### config.mk
export PLATFORM = sky130hd
export DESIGN_NAME = adder_error_monitor
export DESIGN_NICKNAME = d
export VERILOG_FILES = /design/src/rtl/adder_error_monitor.sv
export SDC_FILE = /design/constraint.sdc
export NUM_CORES = 1
export LEC_CHECK = 0
export ABC_CLOCK_PERIOD_IN_PS = 6600
export BUFFER_PORTS_ARGS = -buffer_cell sky130_fd_sc_hd__buf_2
export CAP_MARGIN = 20
export CORE_MARGIN = 4
export CORE_UTILIZATION = 63
export CTS_CLUSTER_SIZE = 30
export DETAILED_ROUTE_END_ITERATION = 8
export GPL_TIMING_DRIVEN = 1
export HOLD_SLACK_MARGIN = 0.03
export PLACE_DENSITY_LB_ADDON = 0.25
export SYNTH_ARGS = -nofsm -noshare
export SYNTH_HDL_FRONTEND = slang
export SYNTH_SLANG_ARGS = --single-unit
### constraint.sdc
create_clock -name clock -period 6.6 [get_ports clock]
set_clock_uncertainty 0.1 [all_clocks]
set_input_delay 1.32 -clock clock [delete_from_list [all_inputs] [get_ports clock]]
set_output_delay 1.32 -clock clock [all_outputs]
set_load 0.02 [all_outputs]
### src/rtl/adder_error_monitor.sv
// adder_error_monitor
//   Sink-side accuracy checker for a registered adder under test. Every operand
//   set accepted during a window has its exact sum (X+Y+Cin) carried through a
//   LATENCY-deep shadow pipeline. When that entry reaches the end of the
//   pipeline, the shadow value is compared against the adder's dut_sum.
//   Error statistics are accumulated over a programmable number of samples.
//
//   State | Meaning
//   IDLE  | waiting for start; stats hold their last values
//   RUN   | accepting samples until window_len have been taken
//   DRAIN | no new samples; waiting for in-flight compares to finish
//   DONE  | one-cycle done pulse; stats are final
//
// Ports
//   clock, reset           rising-edge clock, async active-high reset
//   start, window_len      open a window of window_len samples (IDLE only)
//   in_valid, X, Y, Cin    operands presented to the adder this cycle
//   dut_sum                registered sum from the adder
//   busy, done, err_flag   status: window active, final pulse, per-sample error
//   sample_cnt, err_cnt    samples compared, samples in error (saturating)
//   max_err, sum_abs_err   worst |error|, accumulated |error| (saturating)
module adder_error_monitor #(
    parameter int WIDTH   = 8,
    parameter int LATENCY = 1,
    parameter int CNT_W   = 16,
    parameter int ACC_W   = 24
) (
    input  logic             clock,
    input  logic             reset,
    input  logic             start,
    input  logic [CNT_W-1:0] window_len,
    input  logic             in_valid,
    input  logic [WIDTH-1:0] X,
    input  logic [WIDTH-1:0] Y,
    input  logic             Cin,
    input  logic [WIDTH:0]   dut_sum,
    output logic             busy,
    output logic             done,
    output logic             err_flag,
    output logic [CNT_W-1:0] sample_cnt,
    output logic [CNT_W-1:0] err_cnt,
    output logic [WIDTH:0]   max_err,
    output logic [ACC_W-1:0] sum_abs_err
);

    typedef enum logic [1:0] {IDLE, RUN, DRAIN, DONE} state_t;

    localparam logic [LATENCY-1:0] LAST_STAGE = LATENCY'(1) << (LATENCY - 1);

    state_t           state, state_next;
    logic [CNT_W-1:0] win_len;
    logic [CNT_W-1:0] accepted;
    logic [LATENCY-1:0] pipe_vld;
    logic [WIDTH:0]   pipe_data [LATENCY];

    logic             accept;
    logic             last_accept;
    logic             compare;
    logic             tail_empty;
    logic [WIDTH:0]   exact;
    logic [WIDTH:0]   ref_sum;
    logic [WIDTH:0]   abs_err;
    logic [ACC_W:0]   acc_sum;

    assign exact       = {1'b0, X} + {1'b0, Y} + {{WIDTH{1'b0}}, Cin};
    assign accept      = (state == RUN) && in_valid;
    assign last_accept = accept && (({1'b0, accepted} + 1'b1) == {1'b0, win_len});
    assign compare     = pipe_vld[LATENCY-1];
    assign ref_sum     = pipe_data[LATENCY-1];
    assign abs_err     = (ref_sum >= dut_sum) ? (ref_sum - dut_sum) : (dut_sum - ref_sum);
    assign acc_sum     = {1'b0, sum_abs_err} + (ACC_W + 1)'(abs_err);
    // The last stage may still be comparing this edge; leaving DRAIN now puts
    // DONE right after the final stats update.
    assign tail_empty  = (pipe_vld & ~LAST_STAGE) == '0;

    always_ff @(posedge clock or posedge reset) begin
        if (reset) begin
            state <= IDLE;
        end else begin
            state <= state_next;
        end
    end

    always_comb begin
        state_next = state;
        busy       = 1'b0;
        done       = 1'b0;
        case (state)
            IDLE: begin
                if (start) begin
                    state_next = (window_len == '0) ? DONE : RUN;
                end
            end
            RUN: begin
                busy = 1'b1;
                if (last_accept) begin
                    state_next = DRAIN;
                end
            end
            DRAIN: begin
                busy = 1'b1;
                if (tail_empty) begin
                    state_next = DONE;
                end
            end
            DONE: begin
                done       = 1'b1;
                state_next = IDLE;
            end
            default: state_next = IDLE;
        endcase
    end

    always_ff @(posedge clock or posedge reset) begin
        if (reset) begin
            pipe_vld <= '0;
            for (int k = 0; k < LATENCY; k++) begin
                pipe_data[k] <= '0;
            end
        end else begin
            pipe_vld[0]  <= accept;
            pipe_data[0] <= exact;
            for (int k = 1; k < LATENCY; k++) begin
                pipe_vld[k]  <= pipe_vld[k-1];
                pipe_data[k] <= pipe_data[k-1];
            end
        end
    end

    always_ff @(posedge clock or posedge reset) begin
        if (reset) begin
            win_len     <= '0;
            accepted    <= '0;
            err_flag    <= 1'b0;
            sample_cnt  <= '0;
            err_cnt     <= '0;
            max_err     <= '0;
            sum_abs_err <= '0;
        end else if ((state == IDLE) && start) begin
            win_len     <= window_len;
            accepted    <= '0;
            err_flag    <= 1'b0;
            sample_cnt  <= '0;
            err_cnt     <= '0;
            max_err     <= '0;
            sum_abs_err <= '0;
        end else begin
            err_flag <= compare && (abs_err != '0);
            if (accept) begin
                accepted <= accepted + 1'b1;
            end
            if (compare) begin
                if (sample_cnt != '1) begin
                    sample_cnt <= sample_cnt + 1'b1;
                end
                if ((abs_err != '0) && (err_cnt != '1)) begin
                    err_cnt <= err_cnt + 1'b1;
                end
                if (abs_err > max_err) begin
                    max_err <= abs_err;
                end
                sum_abs_err <= acc_sum[ACC_W] ? '1 : acc_sum[ACC_W-1:0];
            end
        end
    end

endmodule

==> summary.md, run 1 <==
| Metric | Value |
|---|---|
| Initial antenna violation count | 0 |
| Worst skew pair latency | around 360 ps |
| Fillers | 921 |
| CP max FO | 15 |
| Reg2reg start | pipe_data[5]$_DFF_PP0_ |
| WL final | ~19 mm |
| DR WL/cell | 16.72 um |
| Max-capacitance violation count | 0 |
| Distinct cells, synth | 71 |
| Layout cell share with drive strength beyond 1 | between 15 and 20% |
| Detailed-route via count | 6777 |
| Most used flip-flop cell after synthesis | dfrtp_1 |
| Internal reg-to-reg setup slack | 1660 ps |
| WP buf/inv | 3 |
| Initial Util | 65.73% |
| Slowest cell on the critical path | a211o_1 |
| IO Count | around 110 |
| Die span in y | approximately 120 um |
| Start point of the worst hold path | win_len[8]$_DFFE_PP0P_ |
| CTS Sinks | 110 |
| Max_slew headroom | approximately 30% |
| Slew Limit Fails | 0 |
| Drt pass-1 iters | 5 |
| Largest area contributor in the netlist | dfrtp_1 |
| Hold Buf Count CTS | 0 |
| Syn_nets | approximately 990 |
| Final Cycle Share | a little under nine tenths |
| Worst r2r dst | sum_abs_err[17]$_DFFE_PP0P_ |
| Post-CTS Setup Bufs | 0 |
| Mapped Avg Cell Area | approximately 8.6 um^2 |
| CTS tree | yes |
| Worst VDD drop | 365.7 uV |
| Hold violation count in the final report | 0 |
| CTS max path bufs | 2 |
| Synth area leaders | dfrtp_1 (36%), ha_1 (8.2%), nand2_1 (5.0%), xnor2_1 (4.6%), nor2_1 (4.1%) |
| Cell Area, Synth | between 0.007 and 0.008 mm^2 |
| GPL Wtd Cong | just over 0.9 |
| Hold WC Path Type | reg2reg |
| Largest net degree at the start of global routing | 71 |
| Most instantiated library cell after synthesis | dfrtp_1 |
| CP startpoint | dut_sum[5] |
| Grt ovf | 0 |
| Max H-tree Level | 3 |
| Final worst path period need | around 5600 ps |
| Die area | about 0.014 mm^2 |
| # setup viols final | 0 |
| Die W | 118.1 um |
| Register area share after synthesis | around 36% |
| Iter 0 DRT Violations | 549 |
| Pwr per Cell Area | between 300 and 400 mW/mm^2 |
| Least-Margin Pin Slew | between 1000 and 1500 ps |
| Crit-path max cell delay | around 470 ps |
| Worst Hold Path EP | win_len[8]$_DFFE_PP0P_ |
| NumNets Final | roughly 1100 |
| Post-CTS sizing | 0 |
| Async SR Flop Fraction | 100.0% |
| Number of core rows | 39 |
| Post-synth top area share | a little over a third |
| Aggregate global-route resource usage | a little over a quarter |
| # port buffers | 113 |
| DR vias/cell | roughly 6.0 |
| R2r worst-path depth | 16 |
| Post-synth top cells | dfrtp_1 (110), nand2_1 (102), nor2_1 (84) |
| Post-Place Worst Slack | between 600 and 700 ps |
| Gate Count Post-Synth | around 900 |
| Final ANT Viol Nets | 0 |
| Critical setup path kind | in2reg |
| RSZ-0062 raised after global routing | no |
| CP required | approximately 6700 ps |
| Fin Setup TNS | 0 ps |
| Antenna cells | 0 |
| Global-route wire length before repair | 31.71 mm |
| CP Cell Sequence | buf_2 > inv_1 > ha_1 > nand4_1 > nor2_1 > a211o_1 > or2_0 > o21ai_0 > inv_1 > fa_1 > nor2b_1 > o21a_1 > o21ai_0 > a21o_1 > a211o_1 > nand2_1 > nor2_1 > a221oi_1 |
| HPWL after DPL | approximately 14 mm |
| CP Capture Type | flip-flop |
| Worst EP arrival | slightly below 6000 ps |
| WHS | 408.8 ps |
| Number of global-route vias before repair | around 6500 |
| Total Power | 2.973 mW |
| Clk root buf | clkbuf_16 |
| Number of remaining DRC errors | 0 |
| Startpoint types | input pin |
| Ys Warns | 0 |
| Core ar. | ~0.012 mm^2 |
| Number of synthesized flops with an enable pin | 0 |
| Status | finished clean |
| WHS Path Cells | 2 |
| Clk slew on worst S/H paths | about 70 ps |
| CTS buffer count | 9 |
| Leak | just over 4 nW |
| FMAX | ~180 MHz |
| Syn-to-layout area delta | 11.74% |
| CP top delay family | compound AO/OA/AOI/OAI gates |
| Flops & latches, synth | between 100 and 150 |
| Post-route setup slack | ~970 ps |
[where the power goes]
| group | switching, mW | leakage [nW] | internal (mW) | total (mW) |
|---|---|---|---|---|
| registers | 0.146 | 1.46 | 0.812 | 0.958 |
| logic | 0.892 | 2.50 | 0.586 | 1.48 |
| clock network | 0.256 | 0.137 | 0.280 | 0.537 |
| total | 1.29 | 4.09 | 1.68 | 2.97 |
[state kept, by name (all words and copies together) (netlist names)]
signal,flops
compare,1
state,2
win_len,16
pipe_data,9
accepted,16
sample_cnt,16
max_err,9
err_cnt,16
err_flag,1
sum_abs_err,24
[worst max path at each step]
| stage | end | slack, ps | cells after the start |
|---|---|---|---|
| 2_1_floorplan | sum_abs_err[20]$_DFFE_PP0P_ | 1280 | 20 |
| 3_3_place_gp | sum_abs_err[13]$_DFFE_PP0P_ | 860 | 18 |
| 3_5_place_dp | sum_abs_err[13]$_DFFE_PP0P_ | 670 | 18 |
| 4_1_cts | sum_abs_err[13]$_DFFE_PP0P_ | 1030 | 18 |
| 5_1_grt | sum_abs_err[17]$_DFFE_PP0P_ | 600 | 18 |
| 6_report | sum_abs_err[17]$_DFFE_PP0P_ | 970 | 18 |
[worst min-delay path, delay by kind of cell, from the launching register on]
kind	cells	cell delay (ps)
and+or+nand+nor	2	110
DFF	1	370
[stage by stage]
stage	util, %	cells	instance area (um^2)
after global routing	73.44	1124	8529
after global placement	70.99	1108	8244
after floorplan	-	884	7634
after CTS	73.44	1124	8529
after detailed placement	70.99	1108	8244
final	73.44	1124	8529
[kinds of logic after synthesis]
group	Yosys count	synth area share (%)
fa+ha+maj	55	9.507
simple gates	356	23.34
mux	14	1.836
xor+xnor	64	7.343
buf+inv	98	5.343
compound gates	187	16.57
flops	110	36.06
[final cells by class]
| cell class | count | area (um^2) | area share (%) |
|---|---|---|---|
| timing repair buffer | 119 | 610.6 | 7.159 |
| tap | 143 | 178.9 | 2.098 |
| clock buffer | 13 | 260.3 | 3.051 |
| clock inverter | 3 | 25.02 | 0.2934 |
| inverter | 60 | 227.7 | 2.670 |
| multi-input combinational | 676 | 4474 | 52.46 |
| sequential | 110 | 2753 | 32.27 |
[metal layers]
layer | track usage (%) | share of wire, % | vias up
met5 | 0 | 0 | -
met4 | 9.524 | 2.7 | 0
met3 | 5.334 | 5.3 | 44
met2 | 44.94 | 48 | 217
met1 | 36.12 | 44 | 3224
li1 | - | - | 3292
[layout by cell type, fill, tap and decap left out, types with 3 or more instances in the layout]
master	n
buf_4	6
o21ai_2	7
nor3_1	21
nand2b_1	9
nand2_1	102
and4_1	9
nor2_1	84
xor2_1	24
clkbuf_16	9
or4_1	5
a21oi_2	7
fa_1	5
nor2b_1	10
o21ai_0	35
and2_1	5
a31oi_1	13
nand4_1	20
inv_1	59
o21a_1	8
o21bai_1	4
nor4_1	8
o31ai_1	6
dfrtp_1	110
and3_1	12
xnor2_1	40
o31a_1	3
nand3_1	28
a21o_1	11
o21ai_1	6
a21oi_1	37
o211ai_1	5
or3_1	24
o22ai_1	3
mux2i_1	14
ha_1	50
a211oi_1	15
buf_2	113
Power figures use the tool's default switching activity.
==> run 2: changes to the inputs <==
CAP_MARGIN = unset   (was 20)
CELL_PAD_IN_SITES_DETAIL_PLACEMENT = 0   (was unset)
CELL_PAD_IN_SITES_GLOBAL_PLACEMENT = 2   (was unset)
CORE_UTILIZATION = 38   (was 63)
==> run 2 against run 1 <==
Clock-buffer cell count fell by 3. Cell area up 1.9%. Die area up 61%. Wire length increased by 5.0%. First-iteration DRC count is 48% lower. Total power down 0.74%. Combinational power is essentially flat. Critical path depth is the same. Critical endpoint is now sum_abs_err[13]$_DFFE_PP0P_. Largest cell class unchanged.
==> summary.md, run 2 (synthesis gave the netlist of run 1 again) <==
| Metric | Value |
|---|---|
| Die W | 149.7 um (+27%) |
| Most frequent cells in the layout | buf_2 (113), dfrtp_1 (110), nand2_1 (102) |
| Final worst path period need | 5502 ps (-126.7 ps) |
| Met3 GRT Util | 3.816% (-1.5 points) |
| Hold Buf Count CTS | 0 (unchanged) |
| Slew Limit Fails | 0 (unchanged) |
| WL final | 19.74 mm (+5.0%) |
| HPWL after DPL | 14.68 mm (+5.8%) |
| Worst skew pair latency | 350 ps (about the same) |
| Detailed-route via count | 6509 (-4.0%) |
| DR WL/cell | 15.82 um (-5.4%) |
| # port buffers | 113 (unchanged) |
| Clk root buf | clkbuf_16 |
| Post-CTS Setup Bufs | 0 (unchanged) |
| Final design utilization | 44.36% (-29 points) |
| Hold violation count in the final report | 0 (unchanged) |
| Hold WC Path Type | reg2reg |
| CTS tree | yes |
| Iter 0 DRT Violations | 283 (-48%) |
| Worst EP arrival | 5650 ps (-120 ps) |
| Fin Setup TNS | 0 ps (unchanged) |
| Global-route wire length before repair | 32.81 mm (+3.5%) |
| DR vias/cell | 5.216 (-13%) |
| Number of core rows | 51 (+31%) |
| WHS Path Cells | 2 (unchanged) |
| Fin cells | 1248 (+11%) |
| Initial antenna violation count | 0 (unchanged) |
| Number of remaining DRC errors | 0 (unchanged) |
| CTS max path bufs | 2 (unchanged) |
| Post-CTS sizing | 0 (unchanged) |
| Syn-to-layout area delta | 13.85% |
| CTS Sinks | 110 (unchanged) |
| Leak | 4.104 nW (+0.31%) |
| Number of global-route vias before repair | 6365 (-2.8%) |
| Layout cell share with drive strength beyond 1 | 16.89% (+0.27 points) |
| Max_slew headroom | 38.51% (+8.8 points) |
| Startpoint types | input pin |
| Final ANT Viol Nets | 0 (unchanged) |
| GPL Wtd Cong | 0.8557 (-6.2%) |
| CP Capture Type | flip-flop |
| CP required | 6750 ps (about the same) |
| Die area | 0.02242 mm^2 (+61%) |
| Max H-tree Level | 3 (unchanged) |
| Drt pass-1 iters | 4 (-1) |
| Die span in y | 149.7 um (+27%) |
| NumNets Final | 1080 (+0.28%) |
| CP max FO | 15 (unchanged) |
| Largest net degree at the start of global routing | 69 (-2.8%) |
| Post-route setup slack | 1098 ps (+126.7 ps) |
| Pwr per Cell Area | 339.5 mW/mm^2 (-2.6%) |
| Met1 GRT Util | 23.80% (-12 points) |
| Number of flip-flops in the largest register | 24 (unchanged) |
| Antenna cells | 0 (unchanged) |
| Global routing usage on met2 | 30.84% (-14 points) |
| Critical setup path kind | in2reg |
| Clk slew on worst S/H paths | 70 ps (about the same) |
| Total Power | 2.951 mW (-0.74%) |
| DP Area | 0.008419 mm^2 (+2.1%) |
| RSZ-0062 raised after global routing | no |
| Busiest grt layer | met2 |
| Least-Margin Pin Slew | 922.3 ps (-128.1 ps) |
| Reg with most FFs | sum_abs_err |
| FMAX | 181.8 MHz (+2.3%) |
| Cells after DPL | 1233 (+11%) |
| CTS buffer count | 9 (unchanged) |
| Initial Util | 38.97% (-27 points) |
| # setup viols final | 0 (unchanged) |
| Aggregate global-route resource usage | 18.12% (-9.2 points) |
| Max-capacitance violation count | 0 (unchanged) |
| Core ar. | 0.01959 mm^2 (+69%) |
| Post-Place Worst Slack | 733.0 ps (+59.18 ps) |
| Most common cell after layout, fill and taps aside | buf_2 |
| Status | finished clean |
| IO Count | 114 (unchanged) |
| WHS | 397.7 ps (-11.07 ps) |
| Final Cycle Share | 83.36% (-1.9 points) |
| Design area | 0.008691 mm^2 (+1.9%) |
| R2r worst-path depth | 16 (unchanged) |
| Worst VDD drop | 139.9 uV (-62%) |
| Grt ovf | 0 (unchanged) |
[run 2: worst max-delay path, stage by stage]
cell and delay (ps):
buf_2 90, inv_1 40, ha_1 430, nand4_1 200
nor2_1 70, a211o_1 410, or2_0 370, o21ai_0 430
inv_1 120, fa_1 440, nor2b_1 130, o21a_1 140
o21ai_0 130, a21o_1 230, a211o_1 470, nand2_1 230
nor2_1 100, a221oi_1 290
[run 2: final cells by class]
class                   count  area (um^2)
clock buffers              10        229.0
clock inverters             5        42.54
fillers                  2033        10900
well taps                 265        331.6
multi-input cells         676         4474
inverters                  60        227.7
flip-flops and latches    110         2753
repair buffers            122        633.1
[run 2: worst paths after layout]
check / startpoint / end / slack [ps]
setup reg to reg: pipe_data[5]$_DFF_PP0_ / sum_abs_err[13]$_DFFE_PP0P_ / 1810
min in group asynchronous: reset / err_cnt[7]$_DFFE_PP0P_ / 1070
hold reg to reg: win_len[1]$_DFFE_PP0P_ / win_len[1]$_DFFE_PP0P_ / 400
setup / recovery: dut_sum[5] / sum_abs_err[13]$_DFFE_PP0P_ / 1100
max in group asynchronous: reset / accepted[3]$_DFFE_PP0P_ / 4210
hold / removal: win_len[1]$_DFFE_PP0P_ / win_len[1]$_DFFE_PP0P_ / 400
[run 2: power by group]
group | total [mW] | internal, mW | leakage [nW] | switching (mW)
Sequential | 0.943 | 0.812 | 1.46 | 0.130
Clock | 0.526 | 0.260 | 0.135 | 0.266
Combinational | 1.48 | 0.592 | 2.51 | 0.891
Total | 2.95 | 1.66 | 4.10 | 1.29
[run 2: routing by layer]
layer / part of all wire [%] / routed length (um)
met1: 45 / 8982
met2: 49 / 9700
met3: 4.7 / 927
met4: 0.67 / 133
met5: 0 / 0
